==> src/rtl/alu_pkg.sv <==
// rtl/alu_pkg.sv - shared ALU encodings and lane-arbiter FSM types
package alu_pkg;

    localparam logic [2:0] CORE_STATE_IDLE    = 3'b000;
    localparam logic [2:0] CORE_STATE_EXECUTE = 3'b101;

    typedef enum logic [1:0] {
        ARITH_ADD = 2'b00,
        ARITH_SUB = 2'b01,
        ARITH_MUL = 2'b10,
        ARITH_DIV = 2'b11
    } arith_op_e;

    typedef enum logic [1:0] {
        ARB_IDLE    = 2'b00,
        ARB_ISSUE   = 2'b01,
        ARB_CAPTURE = 2'b10
    } arb_state_e;

    // Compare result layout: {zeros, N, Z, P}
    localparam int NZP_P_BIT = 0;
    localparam int NZP_Z_BIT = 1;
    localparam int NZP_N_BIT = 2;

endpackage

==> src/rtl/rr_arbiter.sv <==
// rtl/rr_arbiter.sv - combinational round-robin pick over an eligible mask
module rr_arbiter #(
    parameter int NUM_LANES = 4,
    parameter int IDX_BITS  = $clog2(NUM_LANES)
) (
    input  logic [NUM_LANES-1:0] eligible_i,
    input  logic [IDX_BITS-1:0]  rr_ptr_i,
    output logic [NUM_LANES-1:0] grant_o,
    output logic [IDX_BITS-1:0]  grant_idx_o,
    output logic                 valid_o
);

    // Walk lanes starting at rr_ptr, wrapping; the first eligible lane wins
    always_comb begin
        logic                found;
        logic [IDX_BITS-1:0] cand;
        found       = 1'b0;
        cand        = '0;
        grant_o     = '0;
        grant_idx_o = '0;
        for (int k = 0; k < NUM_LANES; k++) begin
            cand = IDX_BITS'((int'(rr_ptr_i) + k) % NUM_LANES);
            if (!found && eligible_i[cand]) begin
                found         = 1'b1;
                grant_o[cand] = 1'b1;
                grant_idx_o   = cand;
            end
        end
        valid_o = found;
    end

endmodule

==> src/rtl/alu_lane_arbiter.sv <==
// rtl/alu_lane_arbiter.sv - round-robin sharing of one ALU across thread lanes
module alu_lane_arbiter
    import alu_pkg::*;
#(
    parameter int NUM_LANES = 4,
    parameter int DATA_BITS = 8
) (
    input  logic                           clk,
    input  logic                           reset,
    input  logic [NUM_LANES-1:0]           req_valid,
    input  logic [2*NUM_LANES-1:0]         req_op,
    input  logic [NUM_LANES-1:0]           req_cmp,
    input  logic [DATA_BITS*NUM_LANES-1:0] req_rs,
    input  logic [DATA_BITS*NUM_LANES-1:0] req_rt,
    output logic [NUM_LANES-1:0]           req_grant,
    output logic [NUM_LANES-1:0]           resp_valid,
    output logic [DATA_BITS*NUM_LANES-1:0] resp_data,
    output logic [NUM_LANES-1:0]           resp_err,
    input  logic [NUM_LANES-1:0]           resp_ack,
    output logic                           alu_enable,
    output logic [2:0]                     alu_core_state,
    output logic [1:0]                     alu_arith_mux,
    output logic                           alu_output_mux,
    output logic [DATA_BITS-1:0]           alu_rs,
    output logic [DATA_BITS-1:0]           alu_rt,
    input  logic [DATA_BITS-1:0]           alu_result,
    output logic                           busy
);

    localparam int IDX_BITS = $clog2(NUM_LANES);

    arb_state_e                     state_q, state_d;
    logic [IDX_BITS-1:0]            win_idx_q;
    logic [IDX_BITS-1:0]            rr_ptr_q;
    arith_op_e                      op_q;
    logic                           cmp_q;
    logic [DATA_BITS-1:0]           rs_q, rt_q;
    logic [NUM_LANES-1:0]           resp_valid_q, resp_err_q;
    logic [DATA_BITS*NUM_LANES-1:0] resp_data_q;

    logic [NUM_LANES-1:0]           win_onehot_q;
    logic [NUM_LANES-1:0]           capture_mask;
    logic [NUM_LANES-1:0]           eligible;
    logic [NUM_LANES-1:0]           pick_onehot;
    logic [IDX_BITS-1:0]            pick_idx;
    logic                           pick_valid;
    logic                           latch_en;
    logic                           div_zero;

    assign win_onehot_q = NUM_LANES'(1) << win_idx_q;

    // The lane being captured already has its result committed this edge,
    // so it must not win the same-cycle rearbitration.
    assign capture_mask = (state_q == ARB_CAPTURE) ? win_onehot_q : '0;
    assign eligible     = req_valid & ~resp_valid_q & ~capture_mask;

    rr_arbiter #(
        .NUM_LANES (NUM_LANES),
        .IDX_BITS  (IDX_BITS)
    ) u_rr_arbiter (
        .eligible_i  (eligible),
        .rr_ptr_i    (rr_ptr_q),
        .grant_o     (pick_onehot),
        .grant_idx_o (pick_idx),
        .valid_o     (pick_valid)
    );

    // A zero-divisor arithmetic DIV bypasses the ALU value with all-ones
    assign div_zero = (op_q == ARITH_DIV) && !cmp_q && (rt_q == '0);

    // FSM state register
    always_ff @(posedge clk or negedge reset) begin
        if (!reset) state_q <= ARB_IDLE;
        else        state_q <= state_d;
    end

    // FSM next state, grant pulse and ALU control
    always_comb begin
        state_d        = state_q;
        latch_en       = 1'b0;
        req_grant      = '0;
        alu_enable     = 1'b0;
        alu_core_state = CORE_STATE_IDLE;
        unique case (state_q)
            ARB_IDLE: begin
                if (pick_valid) begin
                    state_d  = ARB_ISSUE;
                    latch_en = 1'b1;
                end
            end
            ARB_ISSUE: begin
                req_grant      = win_onehot_q;
                alu_enable     = 1'b1;
                alu_core_state = CORE_STATE_EXECUTE;
                state_d        = ARB_CAPTURE;
            end
            ARB_CAPTURE: begin
                if (pick_valid) begin
                    state_d  = ARB_ISSUE;
                    latch_en = 1'b1;
                end else begin
                    state_d  = ARB_IDLE;
                end
            end
            default: state_d = ARB_IDLE;
        endcase
    end

    // Latch the winner's operands; they also feed the ALU and so hold between ops
    always_ff @(posedge clk or negedge reset) begin
        if (!reset) begin
            win_idx_q <= '0;
            op_q      <= ARITH_ADD;
            cmp_q     <= 1'b0;
            rs_q      <= '0;
            rt_q      <= '0;
        end else if (latch_en) begin
            win_idx_q <= pick_idx;
            op_q      <= arith_op_e'(req_op[2*int'(pick_idx) +: 2]);
            cmp_q     <= req_cmp[pick_idx];
            rs_q      <= req_rs[DATA_BITS*int'(pick_idx) +: DATA_BITS];
            rt_q      <= req_rt[DATA_BITS*int'(pick_idx) +: DATA_BITS];
        end
    end

    // Round-robin pointer advances past the lane granted this cycle
    always_ff @(posedge clk or negedge reset) begin
        if (!reset) begin
            rr_ptr_q <= '0;
        end else if (state_q == ARB_ISSUE) begin
            rr_ptr_q <= (win_idx_q == IDX_BITS'(NUM_LANES-1)) ? '0 : win_idx_q + 1'b1;
        end
    end

    // Per-lane result registers: acks clear, capture of the winner sets
    always_ff @(posedge clk or negedge reset) begin
        if (!reset) begin
            resp_valid_q <= '0;
            resp_err_q   <= '0;
            resp_data_q  <= '0;
        end else begin
            for (int i = 0; i < NUM_LANES; i++) begin
                if (resp_ack[i] && resp_valid_q[i]) begin
                    resp_valid_q[i] <= 1'b0;
                    resp_err_q[i]   <= 1'b0;
                end
            end
            if (state_q == ARB_CAPTURE) begin
                resp_valid_q[win_idx_q] <= 1'b1;
                resp_err_q[win_idx_q]   <= div_zero;
                resp_data_q[DATA_BITS*int'(win_idx_q) +: DATA_BITS] <=
                    div_zero ? {DATA_BITS{1'b1}} : alu_result;
            end
        end
    end

    assign resp_valid     = resp_valid_q;
    assign resp_err       = resp_err_q;
    assign resp_data      = resp_data_q;
    assign alu_arith_mux  = op_q;
    assign alu_output_mux = cmp_q;
    assign alu_rs         = rs_q;
    assign alu_rt         = rt_q;
    assign busy           = (state_q != ARB_IDLE);

endmodule

==> config.mk <==
export PLATFORM = sky130hd
export DESIGN_NAME = alu_lane_arbiter
export DESIGN_NICKNAME = d
export VERILOG_FILES = /design/src/rtl/alu_pkg.sv /design/src/rtl/rr_arbiter.sv /design/src/rtl/alu_lane_arbiter.sv
export SDC_FILE = /design/constraint.sdc
export NUM_CORES = 1
export LEC_CHECK = 0
export CORE_MARGIN = 5
export CORE_UTILIZATION = 25
export CTS_CLUSTER_DIAMETER = 50
export CTS_CLUSTER_SIZE = 10
export DETAILED_ROUTE_END_ITERATION = 8
export PLACE_DENSITY = 0.52
export SETUP_SLACK_MARGIN = 0.3
export SYNTH_ARGS = -nofsm -noshare
export SYNTH_HDL_FRONTEND = slang
export SYNTH_SLANG_ARGS = --single-unit
==> constraint.sdc <==
create_clock -name clk -period 6.62 [get_ports clk]
set_input_delay 1.324 -clock clk [delete_from_list [all_inputs] [get_ports clk]]
set_output_delay 1.324 -clock clk [all_outputs]
set_load 0.01 [all_outputs]
# After elaboration in Yosys (flattened, before gate mapping)
# Index checks and enable logic that the tools add are counted.
totals:
  ff_bits: 65
  word_cells: 99
  in_bits: 94
classes:
  reduce_logical: 18
  bitwise_logic: 5
  eq_ne: 5
  magnitude_cmp: 7
  addsub: 5
  n_mux: 43
  n_shift: 6
ops:
  columns: ["op", "count"]
  rows:
  - ["variable part select 32 x 6 -> 8 bit", 2]
  - ["negation 5 -> 33 bit", 1]
  - ["variable shift 8 x 33 -> 32 bit (first input constant)", 1]
  - ["variable part select 8 x 33 -> 32 bit", 1]
  - ["bitwise mux 32 bit", 1]
  - ["two-way mux 1 bit", 22]
  - ["less-than comparator 2 x 3 -> 1 bit (second input constant)", 6]
  - ["two-way mux 4 bit", 4]
  - ["two-way mux 2 bit", 6]
  - ["binary-select mux 1 bit (select 2 bit)", 5]
  - ["logical AND 1 bit", 10]
  - ["bitwise AND 4 bit", 2]
  - ["zero test 8 bit", 1]
  - ["two-way mux 8 bit", 1]
  - ["NOT 4 bit", 2]
  - ["variable part select 8 x 4 -> 2 bit", 1]
  - ["equality test 2 bit (second input constant)", 3]
  - ["one-hot mux 2 bit (3 select lines)", 1]
  - ["adder 2 x 1 -> 2 bit (second input constant)", 2]
  - ["adder 2 bit (second input constant)", 2]
  - ["bitwise mux 4 bit", 1]
  - ["zero test 1 bit", 4]
  - ["bitwise OR 4 bit", 1]
  - ["left shift 1 x 2 -> 4 bit (first input constant)", 1]
  - ["8 further kinds", 8]

# Longest topological paths before layout
# Gate-level depths: netlist of the first run.
logic_depth:
  depth_word: 18
  depth_mapped: 10

# Modules after synthesis
# A second synthesis of the first run with hierarchy kept.
unflattened:
  cells_unflattened: 271
  area_unflattened_um2: 3598.5
by_module_without_submodules:
  columns: ["module", "cells_per_inst", "instances", "area_each_um2"]
  rows:
  - ["alu_lane_arbiter", 226, 1, 3176.8]
  - ["rr_arbiter", 45, 1, 421.7]

# Worst setup path after synthesis of the first run
# OpenSTA, ideal clock, no wires.
synth_timing:
  path_kind: "input port to flip-flop"
  from: "input port req_valid[2]"
  to: "register op_q[0] (netlist: alu_arith_mux[0])"
  stages: 8
  arrival_time_ns: 2.650
  slack_ns: 3.828
  setup_time_ns: 0.142
  cell_sequence: "nor3b_1 a211o_1 a211o_1 clkbuf_1 buf_6 buf_6 mux2i_1 o221ai_1"
synth_between:
  elab_chain_len: 16
  word_cells_on_any_way: 27
  cone_classes: "shift (1); mux (18); bitwise (2); reduce/logical (6)"
synth_rtl:
  columns: ["item", "line", "source"]
  rows:
  - ["start: declaration", "alu_lane_arbiter.sv:10", "input logic [NUM_LANES-1:0] req_valid,"]
  - ["bitwise AND 4 bit * (2 in series)", "alu_lane_arbiter.sv:55", "assign eligible = req_valid & ~resp_valid_q & ~capture_mask;"]
  - ["parallel branches: the longest is 14 deep, another holds binary-select mux 1 bit (select 2 bit)", null, null]
  - ["end signal: assignment", "alu_lane_arbiter.sv:119", "op_q <= arith_op_e'(req_op[2*int'(pick_idx) +: 2]);"]
  - ["end: declaration", "alu_lane_arbiter.sv:35", "arith_op_e op_q;"]
# Every way passes the cells marked *. The select of a mux whose other input is x is not followed.
# A chain may end at the register's enable or synchronous reset.

# Worst setup path after layout of the first run
layout_timing:
  from: "input port req_valid[0]"
  to: "register rt_q[7] (netlist: alu_rt[7])"
layout_between:
  elab_chain_len: 16
  word_cells_on_any_way: 27
  cone_classes: "shift (1); mux (18); bitwise (2); reduce/logical (6)"
layout_rtl:
  columns: ["item", "line", "source"]
  rows:
  - ["bitwise AND 4 bit * (2 in series)", "alu_lane_arbiter.sv:55", null]
  - ["parallel branches: the longest is 14 deep, another holds binary-select mux 1 bit (select 2 bit)", null, null]
  - ["end signal: assignment", "alu_lane_arbiter.sv:122", "rt_q <= req_rt[DATA_BITS*int'(pick_idx) +: DATA_BITS];"]
  - ["end: declaration", "alu_lane_arbiter.sv:37", "logic [DATA_BITS-1:0] rs_q, rt_q;"]
# Marks and branches as above.

==> metrics.txt, run 1 <==
r2r startpoint win_idx_q[1]; largest net degree at the start of global routing 66; number of I/O pins around 160; Sequential Area 1630 sq um; DR vias 2978; DRT Pass-1 Iters 4; layout cells sized above 1 0.0554; r2r worst-path depth 9; Vias/cell 4.65; register area share after synthesis 0.511; Root Driver clkbuf_16; drt wl/cell 16.8 um; post-route ant nets 0; chip width 123 um; initial antenna violation count 0; Final Critical Period 3.53 ns; relative slew slack 0.260; Core Area between 10000 and 15000 sq um; pwr dens 451 nW/um^2; Max rail drop VDD ~0.22 mV; vias in the first global route between 3000 and 4000; Final Setup Violations 0; number of fill cells in the layout around 1300; initial DRC count 143; EDFF count, synth 0; Syn-to-layout area delta 63.8%; final design utilization 0.415; main flop type after synthesis dfrtp_1; Total GRT Usage 0.144; Sum Neg Setup Slack 0 ns; Worst EP required 6.78 ns; CTS sink count 65; crit path cell chain clkdlybuf4s50_1 -> nor4b_1 -> a22o_1 -> a211o_2 -> mux2i_1 -> o221ai_1; Max-cap violations 0; reg2reg end alu_rt[0]; RSZ-0062 raised after global routing false; multi-input logic area 1410 sq um; Setup Skew 0.00668 ns; Slew Limit Fails 0; fin crit share 0.533; clock-pin slew on the worst setup and hold paths 0.06 ns; min-delay worst type flip-flop to flip-flop; Max clock buf depth 2; gpl congestion 0.778; Fin. Hold Viols 0; # resized after CTS 0; critical path class primary input to flip-flop; IO buf count 160; first-pass GRT wire length between 15000 and 20000 um; Pleak 2.27 nW; startpoint types primary input; Die ar. 15100 sq um; GRT overflow 0; Setup Buffers After CTS 0; hold path startpoint resp_data[12]; DRC 0; ANT cells 0; Critical Path Slowest Stage Cell a211o_2; cells after synthesis 313; status completed; crit path capture type flip-flop; critical path peak fanout 39; # nets final 562; CP arrival 3.69 ns; Hold EP resp_data[12]; FF-to-FF setup slack 3.47 ns; Tot Pwr 2.35 mW; post-route setup slack 3.09 ns; Setup WS pre-CTS 2.77 ns; cts hold-fix bufs 0; Largest stage delay, worst path approximately 0.84 ns; asr flop ratio synth 1.00; H-Tree Depth 3; Starting Density 0.253; Avg Cell Area, Syn 10.2 sq um; Worst-Margin Slew about 1.1 ns; WHS Path Cells 2; clk_lat worst skew 0.32 ns; Synth warnings 0; synthesized cell area 3180 sq um; Syn Nets about 410; Yosys cell types 36; synthesized flop and latch total 65; Num CTS Buffers 9; WL final 10800 um; FP Rows a little over 40; Max Clock Freq about 0.28 GHz; Die H around 120 um; TritonCTS clock tree done; estimated wirelength of the detail-placed design 8120 um
-- worst max-delay path, delay by kind of cell --
kind,cells,cell delay (ns)
mux,1,0.31
buf+inv,1,0.49
simple gates,1,0.34
compound gates,3,1.20
-- power breakdown --
part | switching, mW | internal (mW) | total [mW]
combinational | 0.544 | 0.602 | 1.15
clock | 0.186 | 0.306 | 0.492
sequential | 0.135 | 0.575 | 0.710
-- logic make-up (layout without fill, tap and decap cells) --
| family | after synthesis | count (layout) | share of synthesized area |
|---|---|---|---|
| AO/OA/AOI/OAI | 70 | 70 | 0.142 |
| adder cells (fa/ha/maj) | 4 | 4 | 0.0157 |
| buffers and inverters | 31 | 187 | 0.0464 |
| flip-flops | 65 | 65 | 0.511 |
| multiplexers | 40 | 40 | 0.127 |
| other | 1 | 1 | 0.00118 |
| AND/OR/NAND/NOR | 102 | 102 | 0.157 |
-- final cells by class --
class / instances / area share
Clock buffer: 10 / 0.0459
Clock inverter: 6 / 0.0142
Inverter: 8 / 0.00576
Multi-Input combinational cell: 217 / 0.270
Sequential cell: 65 / 0.312
Tap cell: 172 / 0.0413
Timing Repair Buffer: 163 / 0.311
-- sequential cells by signal (all words and copies together), names as in the netlist --
register	cells
resp_data	32
state_q	2
alu_output_mux	1
alu_rs	8
alu_arith_mux	2
win_idx_q	2
alu_rt	8
rr_ptr_q	2
resp_valid	4
resp_err	4
-- placed cells by master, fill, tap and decap left out, types with 3 or more instances in the layout --
cell	n
nand3_1	8
ha_1	4
or4_1	4
nor2_1	10
buf_4	3
mux2i_1	38
o21ai_0	43
nand2_1	57
clkinv_4	3
inv_1	8
dfrtp_1	65
clkbuf_16	9
o221ai_1	20
and2_1	5
clkdlybuf4s50_1	159
-- metal layers --
metal,up-vias,routed length [um],GRT usage
met5,-,0,0
met4,0,131,0.0336
met3,9,899,0.0599
met2,111,5300,0.241
met1,1438,4420,0.173
li1,1420,-,-
-- Yosys cell counts, types with 2 or more instances --
cell type	number	area, sq um
clkbuf_1	14	52.6
nor2b_1	2	12.5
buf_4	3	22.5
dfrtp_1	65	1630
inv_1	8	30.0
nor2_1	10	37.5
nand3b_1	2	15.0
mux2i_1	38	380
and2_1	5	31.3
ha_1	4	50.1
nand3_1	8	40.0
nor4_1	2	12.5
or3_1	2	12.5
o21ai_0	43	215
a211o_1	2	17.5
buf_2	4	20.0
mux2_2	2	22.5
nand2_1	57	214
buf_6	2	22.5
and3b_1	2	17.5
or4_1	4	30.0
o221ai_1	20	175
-- worst max path at each step --
| stage | start | endpoint | slack, ns | cells past startpoint |
|---|---|---|---|---|
| finish | req_valid[0] | alu_rt[7] | 3.09 | 6 |
| global route | req_valid[0] | alu_rt[7] | 2.97 | 6 |
| CTS | req_valid[0] | alu_rs[3] | 3.10 | 6 |
| detailed placement | req_valid[0] | alu_rt[2] | 2.77 | 6 |
| global placement | req_valid[0] | alu_rs[3] | 2.84 | 6 |
| floorplan | req_valid[2] | alu_arith_mux[0] | 3.83 | 8 |
-- metrics by stage --
| step | hold WS [ns] | area, sq um | instances |
|---|---|---|---|
| detailed placement | 0.476 | 4900 | 625 |
| global placement | 0.465 | 4900 | 625 |
| finish | 0.484 | 5210 | 641 |
| CTS | 0.489 | 5210 | 641 |
| floorplan | 0.516 | 3180 | 313 |
| global route | 0.518 | 5210 | 641 |
Power figures use the tool's default switching activity.
==> run 2: changes to the inputs <==
--- a/config.mk
+++ b/config.mk
@@ -10,7 +10,7 @@
 export CTS_CLUSTER_DIAMETER = 50
 export CTS_CLUSTER_SIZE = 10
 export DETAILED_ROUTE_END_ITERATION = 8
-export PLACE_DENSITY = 0.52
+export PLACE_DENSITY = 0.54
 export SETUP_SLACK_MARGIN = 0.3
 export SYNTH_ARGS = -nofsm -noshare
 export SYNTH_HDL_FRONTEND = slang
==> constraint.sdc (replaced) <==
create_clock -name clk -period 2.9 [get_ports clk]
set_input_delay 0.58 -clock clk [delete_from_list [all_inputs] [get_ports clk]]
set_output_delay 0.58 -clock clk [all_outputs]
set_load 0.01 [all_outputs]
==> metrics.txt, run 2 (synthesis results as in run 1) <==
first-pass GRT wire length between 15000 and 20000 um; initial DRC count 149; pwr dens 1030 nW/um^2; Starting Density 0.253; Setup Skew ~0.0071 ns; # nets final 574; H-Tree Depth 3; clock-pin slew on the worst setup and hold paths roughly 0.060 ns; DRC 0; min-delay worst type primary input to asynchronous set/reset pin; Final Critical Period 2.47 ns; startpoint types flip-flop; Final Setup Violations 0; critical path peak fanout 7; Die H 123 um; Die ar. ~15000 sq um; Num CTS Buffers 9; Sum Neg Setup Slack 0 ns; commonest non-fill, non-tap cell in the layout clkdlybuf4s50_1; chip width 123 um; Max-cap violations 0; WL final 10600 um; fin crit share 0.850; Tot Pwr 5.46 mW; largest net degree at the start of global routing 40; critical path class flip-flop to output port; number of I/O pins 162; layout cells sized above 1 0.0832; Core Area 12600 sq um; post-route ant nets 0; gpl congestion between 0.8 and 0.9; Fin. Hold Viols 0; Total GRT Usage 0.143; vias in the first global route around 3200; Syn-to-layout area delta 67.2%; Final Cell Area 5320 sq um; Max Clock Freq 0.406 GHz; Max rail drop VDD 0.401 mV; IO buf count 160; Root Driver clkbuf_16; DRT Pass-1 Iters 4; CTS sink count 65; clk_lat worst skew 0.33 ns; status completed; final design utilization 0.423; commonest cells after routing, fill and taps aside clkdlybuf4s50_1, dfrtp_1, nand2_1, o21ai_0, mux2i_1; DR vias about 3000; crit path capture type output port; DP Area 4970 sq um; initial antenna violation count 0; Slew Limit Fails 0; Pleak 2.32 nW; drt wl/cell 16.3 um; FP Rows 41; Vias/cell ~4.6; Max clock buf depth 2; max FFs per register 32; Worst EP required 2.32 ns; CP arrival 1.89 ns; GRT overflow 0; TritonCTS clock tree done; RSZ-0062 raised after global routing false; ANT cells 0; estimated wirelength of the detail-placed design 8190 um
==> run 2: area by class of cell <==
class	instances	area, sq um
Clock inverter	7	83.8
Sequential cell	65	1630
Tap cell	172	215
Fill cell	1230	7250
Timing Repair Buffer	175	1720
Clock buffer	9	225
Inverter	8	30.0
Multi-Input combinational cell	217	1410
==> run 2: path summary, 6_finish.rpt <==
| path | startpoint | endpoint | slack (ns) | cells after the start |
|---|---|---|---|---|
| worst max register to register | win_idx_q[0] | alu_rt[0] | 0.52 | 8 |
| min in group clk | resp_data[8] | resp_data[8] | 0.48 | 2 |
| worst min register to register | resp_data[8] | resp_data[8] | 0.48 | 2 |
| worst max-delay path | win_idx_q[0] | req_grant[2] | 0.43 | 4 |
| max in group asynchronous | reset | alu_rt[4] | 2.27 | 2 |
| worst min-delay path | reset | resp_data[11] | 0.28 | 2 |
==> run 2: critical path: stages (launching register included) <==
cell             delay (ns)
dfrtp_1                0.47
inv_1                  0.15
ha_1                   0.24
and2_1                 0.16
clkdlybuf4s50_1        0.53
==> run 2: timing repair <==
item,CTS,global route
gates resized for setup,0,1
hold buffers,0,0
setup endpoints to repair,0,1
setup buffers,0,4
==> run 2: layer usage <==
layer	vias up	GRT usage	share of wire
met3	13	0.0525	0.082
met4	0	0.0336	0.013
li1	1448	-	-
met2	112	0.236	0.49
met1	1422	0.177	0.41
met5	-	0	0
==> run 2: per-stage QoR <==
stage	hold slack, ns	std cells	setup WS, ns
6_report	0.278	653	0.435
5_1_grt	0.316	653	0.336
4_1_cts	0.289	649	0.390
3_5_place_dp	0.475	633	0.336
3_3_place_gp	0.469	633	0.378
2_1_floorplan	0.284	313	0.765
==> run 2: report_power, final <==
part / switching, mW / total, mW / internal, mW
Clock: 0.446 / 1.13 / 0.684
Sequential: 0.318 / 1.63 / 1.31
Combinational: 1.24 / 2.70 / 1.45
==> run 3: changes to the inputs <==
--- a/config.mk
+++ b/config.mk
@@ -5,6 +5,7 @@
 export SDC_FILE = /design/constraint.sdc
 export NUM_CORES = 1
 export LEC_CHECK = 0
+export CORE_ASPECT_RATIO = 1.2
 export CORE_MARGIN = 5
 export CORE_UTILIZATION = 25
 export CTS_CLUSTER_DIAMETER = 50
==> metrics.txt, run 3 (synthesis results as in run 1) <==
status completed; Vias/cell 4.72; CP arrival 1.90 ns; Root Driver clkbuf_16; Worst-Margin Slew approximately 0.88 ns; estimated wirelength of the detail-placed design 8260 um; FP Rows between 40 and 50; DR vias 3015; startpoint types flip-flop; initial DRC count 96; drt wl/cell 17.0 um; Critical Path Slowest Stage Cell clkdlybuf4s50_1; number of fill cells in the layout 1230; first-pass GRT wire length 17200 um; CTS sink count 65; WL final 10900 um; Num CTS Buffers 9; Starting Density 0.253; largest net degree at the start of global routing 66; number of I/O pins 162; commonest cells after routing, fill and taps aside clkdlybuf4s50_1, dfrtp_1, nand2_1, o21ai_0, mux2i_1; critical path peak fanout 7; multi-input logic area 1430 sq um; pwr dens ~1100 nW/um^2; Final Setup Violations 0; crit path cell chain inv_1 -> ha_1 -> and2_1 -> clkdlybuf4s50_1; Sequential Area 1630 sq um; non-filler instance count after layout 639; clk_lat worst skew 0.32 ns; Top delay family on crit path buffers and inverters; Core Area 12600 sq um; Pleak 2.33 nW; Fin. Hold Viols 0; IO buf count 160; # nets final ~570; Slew Limit Fails 0; ANT cells 0; gpl congestion 0.787; Max Clock Freq between 0.4 and 0.5 GHz; post-route setup slack 0.416 ns; Setup Skew 0.00397 ns; Max clock buf depth 2; Max rail drop VDD approximately 0.35 mV; critical path class flip-flop to output port; layout cells sized above 1 0.0695; Setup Buffers After CTS 0; H-Tree Depth 3; max FFs per register 32; Die ar. 15100 sq um; DRC 0; WP buf/inv 2; Total GRT Usage 0.144; initial antenna violation count 0; post-route ant nets 0; DRT Pass-1 Iters 4; Die H between 100 and 150 um; Largest stage delay, worst path roughly 0.54 ns; GRT overflow 0; relative slew slack 0.414; vias in the first global route 3257; Setup WS pre-CTS 0.332 ns; RSZ-0062 raised after global routing false; cell count after placement approximately 620; commonest non-fill, non-tap cell in the layout clkdlybuf4s50_1; crit path capture type output port; fin crit share 0.857; Sum Neg Setup Slack 0 ns; clock-pin slew on the worst setup and hold paths 0.05 ns; Worst EP required 2.32 ns; Syn-to-layout area delta 67.0%; chip width 113 um; min-delay worst type primary input to asynchronous set/reset pin; Final Critical Period roughly 2.5 ns; TritonCTS clock tree done; cts hold-fix bufs 0; Max-cap violations 0
[run 3: changes by cell type in the layout (fill, tap and decap cells not counted)]
cell / delta
buf_4: -6
bufinv_16: +2
clkbuf_1: +1
clkbuf_8: +1
clkinv_2: +1
ha_1: +1
ha_2: -1
inv_6: -4
inv_8: -1
nand3b_2: -1
nand3b_4: +1
nor2b_1: -1
nor2b_4: +1
[run 3: area by class of cell]
cell class / instances / area share
Clock inverter: 5 / 0.0193
Sequential cell: 65 / 0.306
Timing Repair Buffer: 169 / 0.316
Multi-Input combinational cell: 217 / 0.269
Clock buffer: 11 / 0.0457
Tap cell: 164 / 0.0386
Inverter: 8 / 0.00565
[run 3: worst reg2reg max path, delay by kind of cell, from the launching register on]
family                   cells  cell delay (ns)
AO/OA/AOI/OAI                3             0.75
adder cells (fa/ha/maj)      1             0.28
buffers and inverters        2             0.33
flip-flops                   1             0.44
multiplexers                 1             0.25
AND/OR/NAND/NOR              1             0.22
[run 3: path summary, 6_finish.rpt]
path / cells after the start / from / slack [ns] / end
setup / recovery: 4 / win_idx_q[0] / 0.42 / req_grant[0]
hold / removal: 2 / reset / 0.47 / resp_data[11]
hold reg to reg: 2 / resp_data[10] / 0.47 / resp_data[10]
setup reg to reg: 8 / win_idx_q[0] / 0.48 / alu_rt[7]
max in group asynchronous: 2 / reset / 1.86 / alu_rt[5]
min in group clk: 2 / resp_data[10] / 0.47 / resp_data[10]
[run 3: per-layer routing]
layer,part of all wire,vias to the layer above,GRT usage,routed length (um)
met5,0,-,0,0
met4,0.0083,0,0.0341,90
met3,0.088,8,0.0559,956
met2,0.51,132,0.262,5580
met1,0.39,1445,0.156,4240
li1,-,1430,-,-
[run 3: power by group]
| group | switching, mW | internal [mW] | total (mW) |
|---|---|---|---|
| logic | 1.26 | 1.44 | 2.70 |
| clock network | 0.390 | 0.861 | 1.25 |
| registers | 0.316 | 1.31 | 1.63 |
[run 3: repair_timing]
| action | in CTS | in global routing |
|---|---|---|
| endpoints found under the setup margin | 1 | 21 |
| pin swaps | 0 | 0 |
| gates cloned | 0 | 0 |
| resized for setup | 1 | 2 |
[run 3: per-stage QoR]
step | cell area, sq um | power, mW | util | hold WS (ns)
floorplan | 3180 | 3.01 | - | 0.284
global placement | 4950 | 4.32 | 0.394 | 0.464
detailed placement | 4950 | 4.37 | 0.394 | 0.472
CTS | 5300 | 5.66 | 0.422 | 0.484
global route | 5310 | 5.97 | 0.423 | 0.506
finish | 5310 | 5.59 | 0.423 | 0.466
